[src/rtl/ps2_pkg.sv]
// PS/2 receiver shared types: frame FSM encoding, prefix scan codes, event entry layout.
// Event entry = {ext, brk, code[7:0]}.
package ps2_pkg;

  typedef enum logic [1:0] {
    ST_IDLE   = 2'd0,
    ST_DATA   = 2'd1,
    ST_PARITY = 2'd2,
    ST_STOP   = 2'd3
  } state_t;

  localparam logic [7:0] SC_EXT = 8'hE0;
  localparam logic [7:0] SC_BRK = 8'hF0;

  localparam int ENTRY_W  = 10;
  localparam int CODE_LSB = 0;
  localparam int CODE_W   = 8;
  localparam int BRK_BIT  = 8;
  localparam int EXT_BIT  = 9;

endpackage

[src/rtl/ps2_fifo.sv]
// First-word-fall-through FIFO: head visible combinationally, write-to-visible latency 1 cycle.
// Push when full without pop is dropped; pop when empty is ignored.
module ps2_fifo #(
  parameter  int WIDTH = 10,
  parameter  int DEPTH = 8,
  localparam int AW    = $clog2(DEPTH)
) (
  input  logic             clk_i,
  input  logic             rst_i,
  input  logic             push,
  input  logic             pop,
  input  logic [WIDTH-1:0] din,
  output logic [WIDTH-1:0] dout,
  output logic             empty,
  output logic             full,
  output logic [AW:0]      count
);

  logic [WIDTH-1:0] r_mem [DEPTH];
  logic [AW-1:0]    r_wr_ptr;
  logic [AW-1:0]    r_rd_ptr;
  logic [AW:0]      r_count;
  logic [WIDTH-1:0] r_hold;
  logic             w_do_pop;
  logic             w_do_push;

  assign empty     = (r_count == '0);
  assign full      = (r_count == (AW+1)'(DEPTH));
  assign count     = r_count;
  assign w_do_pop  = pop & ~empty;
  assign w_do_push = push & (~full | w_do_pop);
  // When drained, keep presenting the last head instead of stale storage.
  assign dout      = empty ? r_hold : r_mem[r_rd_ptr];

  always_ff @(posedge clk_i) begin
    if (w_do_push) r_mem[r_wr_ptr] <= din;
  end

  always_ff @(posedge clk_i or negedge rst_i) begin
    if (!rst_i) begin
      r_wr_ptr <= '0;
      r_rd_ptr <= '0;
      r_count  <= '0;
      r_hold   <= '0;
    end else begin
      if (w_do_push) r_wr_ptr <= r_wr_ptr + 1'b1;
      if (w_do_pop)  r_rd_ptr <= r_rd_ptr + 1'b1;
      if (!empty)    r_hold   <= r_mem[r_rd_ptr];
      case ({w_do_push, w_do_pop})
        2'b10:   r_count <= r_count + 1'b1;
        2'b01:   r_count <= r_count - 1'b1;
        default: r_count <= r_count;
      endcase
    end
  end

endmodule

[src/rtl/ps2_rx_fifo.sv]
// PS/2 keyboard receiver: line filter, 11-bit deframer, E0/F0 prefix folding, event FIFO.
// Byte enters FIFO one cycle after the stop-bit strobe; full FIFO drops events and pulses ovf_o.
module ps2_rx_fifo
  import ps2_pkg::*;
#(
  parameter  int FILT_LEN    = 8,
  parameter  int TIMEOUT_CYC = 20000,
  parameter  int FIFO_DEPTH  = 8,
  localparam int AW          = $clog2(FIFO_DEPTH)
) (
  input  logic        clk_i,
  input  logic        rst_i,
  input  logic        ps2_clk,
  input  logic        ps2_data,
  input  logic        rx_en,
  input  logic        rd_i,
  output logic [7:0]  code_o,
  output logic        brk_o,
  output logic        ext_o,
  output logic        empty_o,
  output logic        full_o,
  output logic [AW:0] count_o,
  output logic        err_par_o,
  output logic        err_frm_o,
  output logic        ovf_o
);

  localparam int FCW = $clog2(FILT_LEN + 1);
  localparam int TW  = $clog2(TIMEOUT_CYC + 1);

  logic [1:0]         r_clk_s;
  logic [1:0]         r_dat_s;
  logic               r_filt_clk;
  logic               r_filt_prev;
  logic [FCW-1:0]     r_filt_cnt;
  state_t             r_state;
  state_t             w_state_nxt;
  logic [2:0]         r_bit_cnt;
  logic [7:0]         r_shift;
  logic               r_par;
  logic [TW-1:0]      r_tmo_cnt;
  logic [7:0]         r_byte;
  logic               r_byte_vld;
  logic               r_err_par;
  logic               r_err_frm;
  logic               r_ovf;
  logic               r_ext;
  logic               r_brk;
  logic               w_strobe;
  logic               w_data;
  logic               w_tmo;
  logic               w_byte_vld;
  logic               w_err_par;
  logic               w_err_frm;
  logic               w_push;
  logic               w_full;
  logic               w_empty;
  logic [ENTRY_W-1:0] w_din;
  logic [ENTRY_W-1:0] w_head;

  assign w_strobe = r_filt_prev & ~r_filt_clk;
  assign w_data   = r_dat_s[1];

  always_ff @(posedge clk_i or negedge rst_i) begin
    if (!rst_i) begin
      r_clk_s     <= 2'b11;
      r_dat_s     <= 2'b11;
      r_filt_clk  <= 1'b1;
      r_filt_prev <= 1'b1;
      r_filt_cnt  <= '0;
    end else begin
      r_clk_s     <= {r_clk_s[0], ps2_clk};
      r_dat_s     <= {r_dat_s[0], ps2_data};
      r_filt_prev <= r_filt_clk;
      // Count consecutive samples that disagree with the filtered level.
      if (r_clk_s[1] != r_filt_clk) begin
        if (r_filt_cnt == FCW'(FILT_LEN - 1)) begin
          r_filt_clk <= ~r_filt_clk;
          r_filt_cnt <= '0;
        end else begin
          r_filt_cnt <= r_filt_cnt + 1'b1;
        end
      end else begin
        r_filt_cnt <= '0;
      end
    end
  end

  assign w_tmo = (r_state != ST_IDLE) && !w_strobe && (r_tmo_cnt == TW'(TIMEOUT_CYC - 1));

  always_comb begin
    w_state_nxt = r_state;
    w_byte_vld  = 1'b0;
    w_err_par   = 1'b0;
    w_err_frm   = 1'b0;
    case (r_state)
      ST_IDLE:   if (w_strobe && rx_en && !w_data) w_state_nxt = ST_DATA;
      ST_DATA:   if (w_strobe && r_bit_cnt == 3'd7) w_state_nxt = ST_PARITY;
      ST_PARITY: if (w_strobe) w_state_nxt = ST_STOP;
      ST_STOP: begin
        if (w_strobe) begin
          w_state_nxt = ST_IDLE;
          if (!(^{r_shift, r_par})) w_err_par  = 1'b1;
          else if (!w_data)         w_err_frm  = 1'b1;
          else                      w_byte_vld = 1'b1;
        end
      end
      default: w_state_nxt = ST_IDLE;
    endcase
    if (w_tmo) begin
      w_state_nxt = ST_IDLE;
      w_err_frm   = 1'b1;
    end
  end

  always_ff @(posedge clk_i or negedge rst_i) begin
    if (!rst_i) r_state <= ST_IDLE;
    else        r_state <= w_state_nxt;
  end

  always_ff @(posedge clk_i or negedge rst_i) begin
    if (!rst_i) begin
      r_bit_cnt  <= '0;
      r_shift    <= '0;
      r_par      <= 1'b0;
      r_tmo_cnt  <= '0;
      r_byte     <= '0;
      r_byte_vld <= 1'b0;
      r_err_par  <= 1'b0;
      r_err_frm  <= 1'b0;
    end else begin
      if (r_state == ST_IDLE || w_strobe) r_tmo_cnt <= '0;
      else                                r_tmo_cnt <= r_tmo_cnt + 1'b1;
      if (w_strobe) begin
        case (r_state)
          ST_IDLE:   r_bit_cnt <= '0;
          ST_DATA: begin
            r_shift   <= {w_data, r_shift[7:1]};
            r_bit_cnt <= r_bit_cnt + 1'b1;
          end
          ST_PARITY: r_par <= w_data;
          default:   r_par <= r_par;
        endcase
      end
      if (w_byte_vld) r_byte <= r_shift;
      r_byte_vld <= w_byte_vld;
      r_err_par  <= w_err_par;
      r_err_frm  <= w_err_frm;
    end
  end

  assign w_push = r_byte_vld && (r_byte != SC_EXT) && (r_byte != SC_BRK);
  assign w_din  = {r_ext, r_brk, r_byte};

  // Prefix flags apply to the next non-prefix byte; any frame error discards them.
  always_ff @(posedge clk_i or negedge rst_i) begin
    if (!rst_i) begin
      r_ext <= 1'b0;
      r_brk <= 1'b0;
      r_ovf <= 1'b0;
    end else begin
      r_ovf <= w_push & w_full & ~rd_i;
      if (r_err_par || r_err_frm) begin
        r_ext <= 1'b0;
        r_brk <= 1'b0;
      end else if (r_byte_vld) begin
        if (r_byte == SC_EXT)      r_ext <= 1'b1;
        else if (r_byte == SC_BRK) r_brk <= 1'b1;
        else begin
          r_ext <= 1'b0;
          r_brk <= 1'b0;
        end
      end
    end
  end

  ps2_fifo #(
    .WIDTH (ENTRY_W),
    .DEPTH (FIFO_DEPTH)
  ) u_fifo (
    .clk_i (clk_i),
    .rst_i (rst_i),
    .push  (w_push),
    .pop   (rd_i),
    .din   (w_din),
    .dout  (w_head),
    .empty (w_empty),
    .full  (w_full),
    .count (count_o)
  );

  assign code_o    = w_head[CODE_LSB +: CODE_W];
  assign brk_o     = w_head[BRK_BIT];
  assign ext_o     = w_head[EXT_BIT];
  assign empty_o   = w_empty;
  assign full_o    = w_full;
  assign err_par_o = r_err_par;
  assign err_frm_o = r_err_frm;
  assign ovf_o     = r_ovf;

endmodule

[config.mk]
export PLATFORM = sky130hd
export DESIGN_NAME = ps2_rx_fifo
export DESIGN_NICKNAME = d
export VERILOG_FILES = /design/src/rtl/ps2_pkg.sv /design/src/rtl/ps2_fifo.sv /design/src/rtl/ps2_rx_fifo.sv
export SDC_FILE = /design/constraint.sdc
export NUM_CORES = 1
export LEC_CHECK = 0
export BUFFER_PORTS_ARGS = -buffer_cell sky130_fd_sc_hd__buf_2
export CAP_MARGIN = 15
export CELL_PAD_IN_SITES_DETAIL_PLACEMENT = 1
export CELL_PAD_IN_SITES_GLOBAL_PLACEMENT = 1
export CORE_UTILIZATION = 50
export DETAILED_ROUTE_END_ITERATION = 8
export GPL_ROUTABILITY_DRIVEN = 0
export GPL_TIMING_DRIVEN = 1
export PLACE_DENSITY = 0.82
export SYNTH_ARGS = -nofsm -noshare
export SYNTH_HDL_FRONTEND = slang
export SYNTH_SLANG_ARGS = --single-unit
[constraint.sdc]
create_clock -name clk_i -period 4.9 [get_ports clk_i]
set_input_delay 0.49 -clock clk_i [delete_from_list [all_inputs] [get_ports clk_i]]
set_output_delay 0.49 -clock clk_i [all_outputs]
set_load 0.01 [all_outputs]
==> summary.md <==
| Metric | Value |
|---|---|
| Fraction of registers with async set/reset | 47.7% |
| Critical path class | flip-flop to output pin |
| RSZ-0062 raised after global routing | no |
| Critical Path RT | 4.41 ns |
| Post-DP Area | 6570 sq um |
| Clock skew | 0.00676 ns |
| Vias in the first global route | 3788 |
| Die footprint | 13000 sq um |
| Design Area, Final | 7190 sq um |
| Pre-antenna DRT Iters | 4 |
| GRT Overall Usage | 23.1% |
| Relative slew slack | 22.4% |
| Mapped Area | 6250 sq um |
| Final min period | 3.19 ns |
| Netlist cell types | 42 |
| Hold-fix buffers at CTS | 0 |
| Final slew viol count | 0 |
| ANT cells | 0 |
| Crit start category | flip-flop |
| Largest net degree at the start of global routing | 74 |
| Leading cell type in the layout, fill and taps excluded | edfxtp_1 |
| Layout area overhead | 15.1% |
| Final wirelength | 13.2 mm |
| Utilization after layout | 59.4% |
| Clock root buffer | clkbuf_16 |
| Most frequent cells in the layout | 80 x edfxtp_1, 67 x dfrtp_1, 29 x nand2_1, 29 x nor2_1, 23 x buf_2 |
| Top delay family on crit path | flip-flops |
| Core area | 12100 sq um |
| Clock transition at path regs | 0.06 ns |
| FF-to-FF setup slack | 1.99 ns |
| Hold_sp | ps2_clk |
| Initial antenna violation count | 0 |
| Sum Neg Setup Slack | 0 ns |
| Post-Syn Instances | 405 |
| Initial Utilization | 51.6% |
| H-tree Lvls | 4 |
| Rows | 40 |
| Syn nets | 424 |
| CP Buf/Inv Count | 2 |
| P_leak | 0.00280 uW |
| Critical Path Max Stage Delay | 0.80 ns |
| Status | finished clean |
| Reg2reg path depth | 10 |
| Overflow after GRT | 0 |
| Max frequency | 314 MHz |
| Final setup violation count | 0 |
| HP Class | input pin to flip-flop |
| Port Buffers | 24 |
| Min-Delay Path Depth | 1 |
| WP data arrival | 2.70 ns |
| Post-CTS sizing | 0 |
| Layout cell share with drive strength beyond 1 | 23.3% |
| Final period utilization | 65.0% |
| PD cells | 535 nW/um^2 |
| Layout Nets | 460 |
| CP max stage cell | dfrtp_1 |
| CP Cell Sequence | buf_4 -> mux4_2 -> mux2i_1 -> o21ai_0 -> buf_2 |
| Ports | 25 |
| First-pass GRT wire length | 21.5 mm |
| Vias per cell | 5.56 |
| Slew @ Worst Pin | 1.16 ns |
| CP endpoint kind | output pin |
| Average wire per standard cell | 21.3 um |
| Max_cap viols | 0 |
| Worst-Skew Late Latency | 0.42 ns |
| Drt drc | 0 |
| Worst r2r src | r_byte[1] |
| HPWL Detailed | 8.43 mm |
| Number of synthesized register bits | 153 |
| Peak VDD IR | 0.000362 V |
| Via count | 3460 |
| Die Span X | 114 um |
| Number of synthesized flops with an enable pin | 80 |
| Worst Hold Endpoint | r_clk_s[0] |
| Reg2reg end | u_fifo.count[2] |
| Final Hold Vio Count | 0 |
| Clock tree buffer depth | 2 |
| CP max FO | 12 |
| CTS tree | yes |
| Top_reg_cell synth | edfxtp_1 |
| YS warnings | 0 |
| Antenna Nets Post-Route | 0 |
| Clock sinks | 153 |
| Die Y | 114 um |
| Syn Area/Cell | 15.4 sq um |
| Post-CTS Setup Bufs | 0 |
| Sequential share of the synthesized area | 67.8% |
| TritonCTS Buffers | 17 |
| Initial DRC count | 253 |
[cell usage after synthesis (2+ instances only)]
cell	instances	area (sq um)
nand2b_1	4	25.0
nand3b_1	4	30.0
nor2_1	29	109
xnor2_1	16	140
nand4_1	2	12.5
or3_1	3	18.8
inv_1	6	22.5
nand2_1	29	109
mux2i_1	10	100
a21oi_1	7	35.0
a32o_1	2	20.0
buf_2	2	10.0
and3_1	4	25.0
mux4_2	20	450
mux2_2	19	214
clkbuf_1	9	33.8
dfrtp_1	67	1680
o21ai_0	21	105
nand3_1	9	45.0
ha_1	13	163
and2_1	3	18.8
nor3_1	6	30.0
nor2b_1	5	31.3
xor2_1	13	114
dfstp_2	6	158
edfxtp_1	80	2400
[worst max path at each step]
stage	from	to	slack [ns]	depth (start not counted)
6_report	u_fifo.r_rd_ptr[0]	code_o[6]	1.71	5
5_1_grt	u_fifo.r_rd_ptr[0]	code_o[6]	1.53	5
4_1_cts	u_fifo.r_rd_ptr[0]	code_o[6]	1.63	5
3_5_place_dp	r_byte[1]	u_fifo.r_mem[2][3]	2.00	4
3_3_place_gp	u_fifo.r_rd_ptr[0]	code_o[6]	2.19	5
2_1_floorplan	u_fifo.count[1]	u_fifo.count[2]	2.26	11
[final cells by class]
cell class                 count  area [sq um]
clock buffer                  25           485
clock inverter                 7           115
fill                        1137          4920
inverter                       6          22.5
multi-input combinational    235          1960
sequential                   153          4240
tap                          168           210
timing repair buffer          28           160
[stage by stage]
| stage | cells | power (uW) | setup slack, ns | hold slack [ns] |
|---|---|---|---|---|
| 3_3_place_gp | 588 | 2470 | 2.19 | 0.346 |
| 2_1_floorplan | 405 | 2260 | 2.26 | 0.194 |
| 5_1_grt | 622 | 4030 | 1.53 | 0.151 |
| 4_1_cts | 620 | 3890 | 1.63 | 0.155 |
| 3_5_place_dp | 588 | 2530 | 2.00 | 0.347 |
| 6_report | 622 | 3850 | 1.71 | 0.170 |
[power breakdown]
| part | internal, uW | switching, uW | leakage, uW | total, uW |
|---|---|---|---|---|
| clock | 842 | 502 | 0.000296 | 1340 |
| combinational | 396 | 420 | 0.000867 | 816 |
| sequential | 1490 | 200 | 0.00163 | 1690 |
[kinds of logic (layout without fill, tap and decap cells)]
family	count (synthesis)	count (layout)	share of synthesized area, %
AOI/OAI and AO/OA	36	36	3.26
xor gates and xnor gates	30	30	4.44
adders and majority gates	13	13	2.60
buffers and inverters	17	66	1.06
DFF	153	153	67.8
muxes	49	49	12.2
and+or+nand+nor	107	107	8.61
[registers in the layout (all words and copies together) (netlist names), 3 cells and up]
register,flops
u_fifo.r_mem,80
r_tmo_cnt,15
u_fifo.r_hold,10
r_byte,8
r_shift,8
r_filt_cnt,4
u_fifo.count,4
r_bit_cnt,3
u_fifo.r_rd_ptr,3
u_fifo.r_wr_ptr,3
[routing by layer]
metal  GRT usage [%]  vias to the layer above  part of all wire, %
li1                -                     1573                    -
met1            27.6                     1819                   41
met2            41.0                       57                   55
met3            6.00                       11                  2.7
met4            7.53                        0                  1.2
met5               0                        -                    0
Power figures use the tool's default switching activity.
